**src/rtl/scc68070_pkg.sv**
```systemverilog
// Shared types and constants for the SCC68070 timer unit.
// Capture support is selected by the SCC68070_TIMER_CAPTURE_EN macro.
package scc68070_pkg;

  typedef enum logic [1:0] {
    INHIBIT = 2'b00,
    MATCH   = 2'b01,
    CAPTURE = 2'b10,
    EVENT   = 2'b11
  } timer_mode_t;

  typedef enum logic [1:0] {
    EDGE_NONE = 2'b00,
    EDGE_RISE = 2'b01,
    EDGE_FALL = 2'b10,
    EDGE_BOTH = 2'b11
  } timer_edge_t;

  typedef struct packed {
    logic t0_ov;
    logic t1_ma;
    logic t1_cap;
    logic t1_ov;
    logic t2_ma;
    logic t2_cap;
    logic t2_ov;
    logic reserved;
  } timer_status_t;

  typedef struct packed {
    timer_edge_t t1_event;
    timer_mode_t t1_mode;
    timer_edge_t t2_event;
    timer_mode_t t2_mode;
  } timer_control_t;

  localparam logic [2:0] TIMER_REG_STATUS = 3'd0;
  localparam logic [2:0] TIMER_REG_RELOAD = 3'd1;
  localparam logic [2:0] TIMER_REG_T0     = 3'd2;
  localparam logic [2:0] TIMER_REG_T1     = 3'd3;
  localparam logic [2:0] TIMER_REG_T2     = 3'd4;

  // Replace only the byte lanes enabled for this write.
  function automatic logic [15:0] merge_bytes(input logic [15:0] cur,
                                              input logic [15:0] wdata,
                                              input logic        hi,
                                              input logic        lo);
    return {hi ? wdata[15:8] : cur[15:8], lo ? wdata[7:0] : cur[7:0]};
  endfunction

  // Status bits that physically exist for a given channel count / capture build.
  function automatic logic [7:0] status_mask(input int num_ch, input bit cap_en);
    logic [7:0] m;
    m = 8'h80;
    if (num_ch >= 1) m = m | 8'h70;
    if (num_ch >= 2) m = m | 8'h0E;
    if (!cap_en)     m = m & 8'hDB;
    return m;
  endfunction

  function automatic logic [7:0] control_mask(input int num_ch);
    logic [7:0] m;
    m = 8'h00;
    if (num_ch >= 1) m = m | 8'hF0;
    if (num_ch >= 2) m = m | 8'h0F;
    return m;
  endfunction

endpackage

```
**src/rtl/scc68070_timer_channel.sv**
```systemverilog
// One match/capture/event channel (T1 or T2): pin synchroniser, edge detect and TN.
// Capture mode exists only when SCC68070_TIMER_CAPTURE_EN is defined.
module scc68070_timer_channel
  import scc68070_pkg::*;
#(
  parameter int SYNC_STAGES = 2
) (
  input  logic        clk,
  input  logic        reset,
  input  logic        event_in,
  input  logic [1:0]  mode,
  input  logic [1:0]  edge_sel,
  input  logic [15:0] t0_value,
  input  logic [15:0] t0_next,
  input  logic        t0_tick,
  input  logic        wr_hi,
  input  logic        wr_lo,
  input  logic [15:0] wdata,
  output logic [15:0] tn,
  output logic        set_ma,
  output logic        set_cap,
  output logic        set_ov
);

  logic [SYNC_STAGES-1:0] sync_q;
  logic                   prev_q;
  logic                   edge_q;
  logic                   edge_det;
  logic                   rise;
  logic                   fall;
  logic [15:0]            tn_q;
  logic [15:0]            tn_hw;

  assign rise = sync_q[SYNC_STAGES-1] & ~prev_q;
  assign fall = ~sync_q[SYNC_STAGES-1] & prev_q;

  // NOTE: every variable written in always_comb gets a default first, otherwise a latch is inferred.
  always_comb begin
    edge_det = 1'b0;
    case (timer_edge_t'(edge_sel))
      EDGE_NONE: edge_det = 1'b0;
      EDGE_RISE: edge_det = rise;
      EDGE_FALL: edge_det = fall;
      EDGE_BOTH: edge_det = rise | fall;
    endcase
  end

  always_comb begin
    tn_hw   = tn_q;
    set_ma  = 1'b0;
    set_cap = 1'b0;
    set_ov  = 1'b0;
    case (timer_mode_t'(mode))
      MATCH: begin
        if (t0_tick && (t0_next == tn_q)) set_ma = 1'b1;
      end
`ifdef SCC68070_TIMER_CAPTURE_EN
      CAPTURE: begin
        if (edge_q) begin
          tn_hw   = t0_value;
          set_cap = 1'b1;
        end
      end
`endif
      EVENT: begin
        if (edge_q) begin
          tn_hw  = tn_q + 16'd1;
          set_ov = (tn_q == 16'hFFFF);
        end
      end
      default: ;
    endcase
  end

`ifndef SCC68070_TIMER_CAPTURE_EN
  logic unused_t0_value;
  assign unused_t0_value = ^t0_value;
`endif

  // The qualified edge is registered so TN reacts SYNC_STAGES+1 clocks after the pin is sampled.
  always_ff @(posedge clk) begin
    if (reset) begin
      sync_q <= '0;
      prev_q <= 1'b0;
      edge_q <= 1'b0;
      tn_q   <= '0;
    end else begin
      sync_q <= {sync_q[SYNC_STAGES-2:0], event_in};
      prev_q <= sync_q[SYNC_STAGES-1];
      edge_q <= edge_det;
      tn_q   <= merge_bytes(tn_hw, wdata, wr_hi, wr_lo);
    end
  end

  assign tn = tn_q;

endmodule

```
**src/rtl/scc68070_timer.sv**
```systemverilog
// SCC68070 timer unit: prescaler, reload timer T0, W1C status, control and read mux.
// Define SCC68070_TIMER_CAPTURE_EN to build the capture mode of the channels.
module scc68070_timer
  import scc68070_pkg::*;
#(
  parameter int PRESCALE    = 96,
  parameter int NUM_CH      = 2,
  parameter int SYNC_STAGES = 2
) (
  input  logic                                 clk,
  input  logic                                 reset,
  input  logic                                 stb,
  input  logic                                 wr,
  input  logic                                 uds,
  input  logic                                 lds,
  input  logic [2:0]                           reg_sel,
  input  logic [15:0]                          wdata,
  output logic [15:0]                          rdata,
  input  logic [(NUM_CH > 1 ? NUM_CH : 1)-1:0] event_in,
  output logic                                 irq,
  output logic                                 t0_tick
);

  localparam int PW = $clog2(PRESCALE);
  localparam logic [PW-1:0] PS_LAST = PW'(PRESCALE - 1);
`ifdef SCC68070_TIMER_CAPTURE_EN
  localparam bit CAP_EN = 1'b1;
`else
  localparam bit CAP_EN = 1'b0;
`endif
  localparam logic [7:0] STATUS_MASK  = status_mask(NUM_CH, CAP_EN);
  localparam logic [7:0] CONTROL_MASK = control_mask(NUM_CH);

  logic [PW-1:0]  presc_q;
  logic [15:0]    t0_q;
  logic [15:0]    reload_q;
  logic [15:0]    t0_next;
  timer_status_t  status_q;
  timer_status_t  status_set;
  logic [7:0]     status_clr;
  timer_control_t control_q;

  logic wr_en, sel_status, sel_reload, t0_wr, terminal, t0_wrap;

  logic [15:0] ch_tn   [2];
  logic [1:0]  ch_mode [2];
  logic [1:0]  ch_edge [2];
  logic        ch_ma   [2];
  logic        ch_cap  [2];
  logic        ch_ov   [2];

  assign wr_en      = stb & wr;
  assign sel_status = wr_en & (reg_sel == TIMER_REG_STATUS);
  assign sel_reload = wr_en & (reg_sel == TIMER_REG_RELOAD);
  assign t0_wr      = wr_en & (reg_sel == TIMER_REG_T0) & (uds | lds);

  // A CPU write to T0 restarts the prescaler and suppresses the tick of that cycle.
  assign terminal = (presc_q == PS_LAST);
  assign t0_tick  = terminal & ~t0_wr;
  assign t0_wrap  = t0_tick & (t0_q == 16'hFFFF);
  assign t0_next  = t0_wrap ? reload_q : t0_q + 16'd1;

  assign ch_mode[0] = control_q.t1_mode;
  assign ch_edge[0] = control_q.t1_event;
  assign ch_mode[1] = control_q.t2_mode;
  assign ch_edge[1] = control_q.t2_event;

  for (genvar i = 0; i < 2; i++) begin : g_ch
    if (i < NUM_CH) begin : g_on
      logic ch_sel;
      assign ch_sel = wr_en & (reg_sel == ((i == 0) ? TIMER_REG_T1 : TIMER_REG_T2));

      scc68070_timer_channel #(
        .SYNC_STAGES(SYNC_STAGES)
      ) u_channel (
        .clk     (clk),
        .reset   (reset),
        .event_in(event_in[i]),
        .mode    (ch_mode[i]),
        .edge_sel(ch_edge[i]),
        .t0_value(t0_q),
        .t0_next (t0_next),
        .t0_tick (t0_tick),
        .wr_hi   (ch_sel & uds),
        .wr_lo   (ch_sel & lds),
        .wdata   (wdata),
        .tn      (ch_tn[i]),
        .set_ma  (ch_ma[i]),
        .set_cap (ch_cap[i]),
        .set_ov  (ch_ov[i])
      );
    end else begin : g_off
      assign ch_tn[i]  = '0;
      assign ch_ma[i]  = 1'b0;
      assign ch_cap[i] = 1'b0;
      assign ch_ov[i]  = 1'b0;
    end
  end

  always_comb begin
    status_set        = '0;
    status_set.t0_ov  = t0_wrap;
    status_set.t1_ma  = ch_ma[0];
    status_set.t1_cap = ch_cap[0];
    status_set.t1_ov  = ch_ov[0];
    status_set.t2_ma  = ch_ma[1];
    status_set.t2_cap = ch_cap[1];
    status_set.t2_ov  = ch_ov[1];
  end

  assign status_clr = (sel_status && uds) ? wdata[15:8] : 8'h00;

  // NOTE: sequential state uses non-blocking assignments so every flop samples pre-edge values.
  always_ff @(posedge clk) begin
    if (reset) begin
      presc_q   <= '0;
      t0_q      <= '0;
      reload_q  <= '0;
      status_q  <= '0;
      control_q <= '0;
    end else begin
      if (t0_wr || terminal) presc_q <= '0;
      else                   presc_q <= presc_q + PW'(1);

      if (t0_wr)        t0_q <= merge_bytes(t0_q, wdata, uds, lds);
      else if (t0_tick) t0_q <= t0_next;

      if (sel_reload) reload_q <= merge_bytes(reload_q, wdata, uds, lds);

      if (sel_status && lds) control_q <= timer_control_t'(wdata[7:0] & CONTROL_MASK);

      // Set is OR-ed in after the clear, so a coincident set wins.
      status_q <= timer_status_t'(((status_q & ~status_clr) | status_set) & STATUS_MASK);
    end
  end

  assign irq = |status_q;

  always_comb begin
    rdata = '0;
    case (reg_sel)
      TIMER_REG_STATUS: rdata = {status_q, control_q};
      TIMER_REG_RELOAD: rdata = reload_q;
      TIMER_REG_T0:     rdata = t0_q;
      TIMER_REG_T1:     rdata = ch_tn[0];
      TIMER_REG_T2:     rdata = ch_tn[1];
      default:          rdata = '0;
    endcase
  end

endmodule

```
**config.mk**
```make
export PLATFORM = sky130hd
export DESIGN_NAME = scc68070_timer
export DESIGN_NICKNAME = d
export VERILOG_FILES = /design/src/rtl/scc68070_pkg.sv /design/src/rtl/scc68070_timer_channel.sv /design/src/rtl/scc68070_timer.sv
export SDC_FILE = /design/constraint.sdc
export NUM_CORES = 1
export LEC_CHECK = 0
export CORE_ASPECT_RATIO = 0.9
export CORE_MARGIN = 5
export CORE_UTILIZATION = 53
export CTS_CLUSTER_DIAMETER = 40
export CTS_CLUSTER_SIZE = 20
export DETAILED_ROUTE_END_ITERATION = 10
export PLACE_DENSITY = 0.85
export SLEW_MARGIN = 10
export SYNTH_ARGS = -nofsm -noshare
export SYNTH_HDL_FRONTEND = slang
export SYNTH_SLANG_ARGS = --single-unit
```
**constraint.sdc**
```tcl
create_clock -name clk -period 2.46 [get_ports clk]
set_input_delay 0.492 -clock clk [delete_from_list [all_inputs] [get_ports clk]]
set_output_delay 0.492 -clock clk [all_outputs]
set_load 0.01 [all_outputs]
```
# Word level (Yosys, flattened, before mapping)
# Index checks and enable logic that the tools add are counted.
# op_classes
n_addsub,4
n_eq_ne,22
mux,25
bitwise,28
reduce_logical,27
# ops
op,count
2-to-1 mux 16 bit,7
case mux 16 bit (5 select lines),1
2-to-1 mux 8 bit,7
"adder 16 x 1 -> 16 bit, second input constant",3
"equality test 16 bit, second input constant",3
equality test 16 bit,2
nonzero test 2 bit,9
AND 1 bit,17
AND reduction 2 bit,8
"equality test 2 bit, second input constant",6
AND 8 bit,1
"equality test 2 x 1 -> 1 bit, second input constant",4
2-to-1 mux 1 bit,8
NOT 8 bit,1
bitwise OR 8 bit,1
case mux 1 bit (4 select lines),2
OR reduction 8 bit,1
"adder 7 x 1 -> 7 bit, second input constant",1
"equality test 7 bit, second input constant",1
"equality test 3 x 2 -> 1 bit, second input constant",2
NOT 1 bit,5
logical AND 1 bit,4
zero test 2 bit,2
"inequality test 2 bit, second input constant",2
other kinds (6),8
# word_totals
regBits,95
output_inout_bits,18
elab_cells,133

# Longest topological paths before layout
# depth
depth_word,12
ltp_mapped,11

# Hierarchy
# Synthesis repeated with hierarchy kept, for this count alone.
# unflattened
cells_unflattened,743
area_unflattened_um2,5809.3
# modules_own_cells
mod,instances,cells_per_inst,area_per_inst_um2,seq_area_each_um2
scc68070_timer,1,431,3260.6,1041.0
scc68070_timer_channel (g_ch[0].g_on.u_channel),1,158,1283.7,400.4
scc68070_timer_channel (g_ch[1].g_on.u_channel),1,154,1265.0,400.4

# Worst setup path after synthesis
# No wires, ideal clock.
# synth_timing
kind,in2out
start,in reg_sel[0]
end,out rdata[0]
t_arrival_ps,2051
slack_ps,-83
cell_stages,7
n_path_buf,3
cell_sequence,buf_2 buf_1 buf_1 mux2i_1 nor2_1 a21oi_1 o22ai_1
# synth_via
elab_chain_cells,2
word_cells_on_any_way,6
cone_classes,4 x eq/ne; 1 x mux; 1 x reduce/logical
# synth_rtl
element,line_no,source
start: declaration,scc68070_timer.sv:16,"input logic [2:0] reg_sel,"
"equality test 3 bit, or another cell as far along",scc68070_timer.sv:141,case (reg_sel)
case mux 16 bit (5 select lines) (*),scc68070_timer.sv:141,
end: declaration,scc68070_timer.sv:18,"output logic [15:0] rdata,"
# Mark *: on every way between the ends. The rest lies on a longest branch, timed or not.

# Final worst setup path
# layout_timing
start,reg presc_q[0]
end,reg status_q[3] (netlist name)
# layout_via
elab_chain_cells,9
# layout_rtl
element,line_no,source
start: declaration,scc68070_timer.sv:34,logic [PW-1:0] presc_q;
start signal: assignment,scc68070_timer.sv:123,else presc_q <= presc_q + PW'(1);
equality test 7 bit (*),scc68070_timer.sv:58,assign terminal = (presc_q == PS_LAST);
AND 1 bit (*),scc68070_timer.sv:59,assign t0_tick = terminal & ~t0_wr;
AND 1 bit,scc68070_timer.sv:60,assign t0_wrap = t0_tick & (t0_q == 16'hFFFF);
2-to-1 mux 16 bit,scc68070_timer.sv:61,assign t0_next = t0_wrap ? reload_q : t0_q + 16'd1;
equality test 16 bit,scc68070_timer_channel.sv:55,if (t0_tick && (t0_next == tn_q)) set_ma = 1'b1;
logical AND 1 bit (*),scc68070_timer_channel.sv:55,
2-to-1 mux 1 bit (*),scc68070_timer_channel.sv:55,
2-to-1 mux 1 bit (*),scc68070_timer_channel.sv:53,case (timer_mode_t'(mode))
bitwise OR 8 bit (*),scc68070_timer.sv:133,status_q <= timer_status_t'(((status_q & ~status_clr) | status_set) & STATUS_MASK);
end signal: assignment,scc68070_timer.sv:133,
end: declaration,scc68070_timer.sv:38,timer_status_t status_q;
# Marked as above.
# A chain may end at the register's enable or synchronous reset.

==> metrics <==
status finished with violations; failing checks negative setup slack; Worst Path Max Fanout 7; compound-gate portion of the synthesized area 0.1734; largest family of logic cells by synthesized area simple AND/OR/NAND/NOR gates; worst slew pin tran between 0.5 and 0.6 ns; DRT iter0 DRCs 660; fmax 0.4012 GHz; critical path class register to register; Post-synth EDFFs 0; CTS tree done; Synth Area in Adders 0.01760; DIE WIDTH ~120 um; CTS Buffer Depth 2; Worst-path clk slew 0.07 ns; Pre-Repair DR Iteration Count 5; met1 GRT Util 0.4468; H-tree depth 3; Buffers on Ports 44; Worst Skew 0.007136 ns; worst hold slack ~0.46 ns; leakage 2.920 nW; WP data arrival 2.75 ns; cell area after synthesis 0.005687 sq mm; Critical Path Sink Type register; Synth Register Bits 92; WL final just over 20 mm; fin worst setup slack -0.03226 ns; Synth Instances 705; fraction of layout cells with a size suffix above 1 0.2116; Max Cap Viol 0; I/O pins 45; clk sink count roughly 90; Hold Crit Class register to register; nets@finish 857; vias per inst 6.241; Slew Viols, Final 0; # diodes 0; mux cell area share after synthesis 0.09879; async set-or-reset flop fraction in the synthesized netlist 0; Synth area leaders dfxtp_1 32%, mux2i_1 8.1%, nor2_1 7.9%; cell count of the worst hold path 1; Mean Syn Cell Area 8.066 sq um; CTS Buf Count 9; total die area approximately 0.013 sq mm; Post-route DRC 0; Synth cell types 52; Seq/Total Area, Yosys 0.3239; simple-gate share of the synthesized area 0.2266; Clk Latency, worst-skew pair between 0.3 and 0.4 ns; wire per inst 21.34 um; final setup vio count 1; PwrDens 441.9 mW/mm^2; vias in the first global route 5751; synth cell count leaders 120 x nor2_1, 92 x dfxtp_1, 50 x nand2_1; Layout area overhead 31.02%; Synth area leader dfxtp_1; via count approximately 6000; worst-case reg-to-reg path depth 10; Post-Syn Nets 740; core footprint 0.01038 sq mm; warning count from the yosys run 0; GRT Resource Usage Total 0.3182; area share of the largest cell type after synthesis 0.3239; most instantiated library cell after synthesis nor2_1; GRT Max-Usage Layer met2; largest net degree at the start of global routing 37; # rows 35; GR Util met2 0.4913; die height 108.3 um; Final GP Congestion 1.002; Synth Area in XOR/XNOR 0.1186; Starting Density 0.5479; fin crit share 1.013; Worst VDD drop 0.3736 mV; Design Power 3.293 mW; met3 usage 0.07322; Slew headroom 0.6079; RSZ-0062 raised after global routing true; global-route wire length before repair 31.94 mm; remaining antenna violation count after routing 0; Final min period ~2.5 ns; root buf cell clkbuf_16; Primary FF master, synth dfxtp_1; total gr overflow 0; Worst Path Required 2.72 ns; startpoint types register; Hold Vio Cnt, Final 0; hold_buf cts 0; initial antenna violation count 0; dpl hpwl 15.63 mm; pre-CTS setup slack -0.6936 ns
[logic make-up (layout without fill, tap and decap cells)]
kind of cell               Yosys count  in the layout
and+or+nand+nor                    272            272
AOI/OAI and AO/OA                  145            145
DFF                                 92             92
xor gates and xnor gates            77             77
buffers and inverters               58            180
muxes                               53             53
adders and majority gates            8              8
[layout make-up]
class / count / area (sq um)
flip-flops and latches: 92 / 1846
fillers: 829 / 2928
clock inverters: 7 / 81.33
inverters: 15 / 56.30
clock buffers: 9 / 225.2
well taps: 129 / 161.4
multi-input cells: 555 / 3834
repair buffers: 149 / 1247
[flip-flops by register name, summed over array words and instances, names as in the netlist]
name and cells:
g_ch.g_on.u_channel.tn 32, reload_q 16, t0_q 16, presc_q 7
status_q 5, ch_edge 4, ch_mode 4, g_ch.g_on.u_channel.sync_q 4
g_ch.g_on.u_channel.edge_q 2, g_ch.g_on.u_channel.prev_q 2
[through the flow]
stage / area, sq um / util / std cells / setup TNS, ns
floorplan: 5688 / - / 705 / -0.02400
global placement: 6879 / 0.6628 / 933 / -11.67
detailed placement: 6879 / 0.6628 / 933 / -12.23
CTS: 7341 / 0.7073 / 953 / 0
global route: 7451 / 0.7179 / 956 / -0.3104
finish: 7451 / 0.7179 / 956 / -0.03226
[cell usage in the layout, fill, tap and decap left out, types with 4 or more instances in the layout]
master	Yosys	final
clkdlybuf4s50_1	0	19
o22ai_1	17	15
mux2i_4	2	5
ha_1	8	6
nand4_1	17	17
xor2_1	36	35
buf_4	0	99
nor2_1	120	118
a211oi_1	43	42
nor3_1	5	5
nand3_1	18	18
nand2_1	50	49
xnor2_1	41	39
nor4_2	0	5
and3_1	18	17
nand3b_1	5	5
a22oi_1	15	15
and2_1	4	4
inv_1	14	14
dfxtp_1	92	89
dlygate4sd2_1	0	17
mux2_2	5	5
clkdlybuf4s15_1	0	5
clkbuf_16	0	9
nand2b_1	5	5
mux2i_1	46	40
o21ai_0	12	11
a21oi_1	29	29
nor2b_1	7	6
[path summary, 6_finish.rpt]
check	start	end	slack, ns
worst max-delay path	presc_q[0]	status_q[3]	-0.03
worst min-delay path	g_ch[0].g_on.u_channel.sync_q[0]	g_ch[0].g_on.u_channel.sync_q[1]	0.46
worst max register to register	presc_q[0]	status_q[3]	-0.03
worst min register to register	g_ch[0].g_on.u_channel.sync_q[0]	g_ch[0].g_on.u_channel.sync_q[1]	0.46
[power by group]
group	internal, mW	total (mW)	leakage (nW)	switching [mW]
logic	0.140	0.319	2.02	0.178
registers	1.51	1.53	0.745	0.0247
clock network	0.806	1.44	0.153	0.634
[critical path, cell delays in order, from the launching register on]
cell	delay, ns
dfxtp_2	0.35
ha_4	0.14
nand4_1	0.16
a311o_1	0.36
inv_2	0.12
nand3_4	0.20
mux2i_4	0.28
xor2_2	0.17
nor4_2	0.30
nand2_1	0.12
o31ai_2	0.20
[routing by layer]
| metal | share of wire | vias to the layer above | routed length, um |
|---|---|---|---|
| met5 | 0 | - | 0 |
| met4 | 0.022 | 0 | 454 |
| met3 | 0.10 | 30 | 2070 |
| met2 | 0.44 | 314 | 8968 |
| met1 | 0.44 | 2865 | 8905 |
| li1 | - | 2757 | - |
[timing repair]
| action | 4_1_cts | 5_1_grt |
|---|---|---|
| gates resized for setup | 62 | 21 |
| buffers inserted | 4 | 3 |
| setup endpoints to repair | 21 | 7 |
| pin swaps | 12 | 4 |
Power figures use the tool's default switching activity.
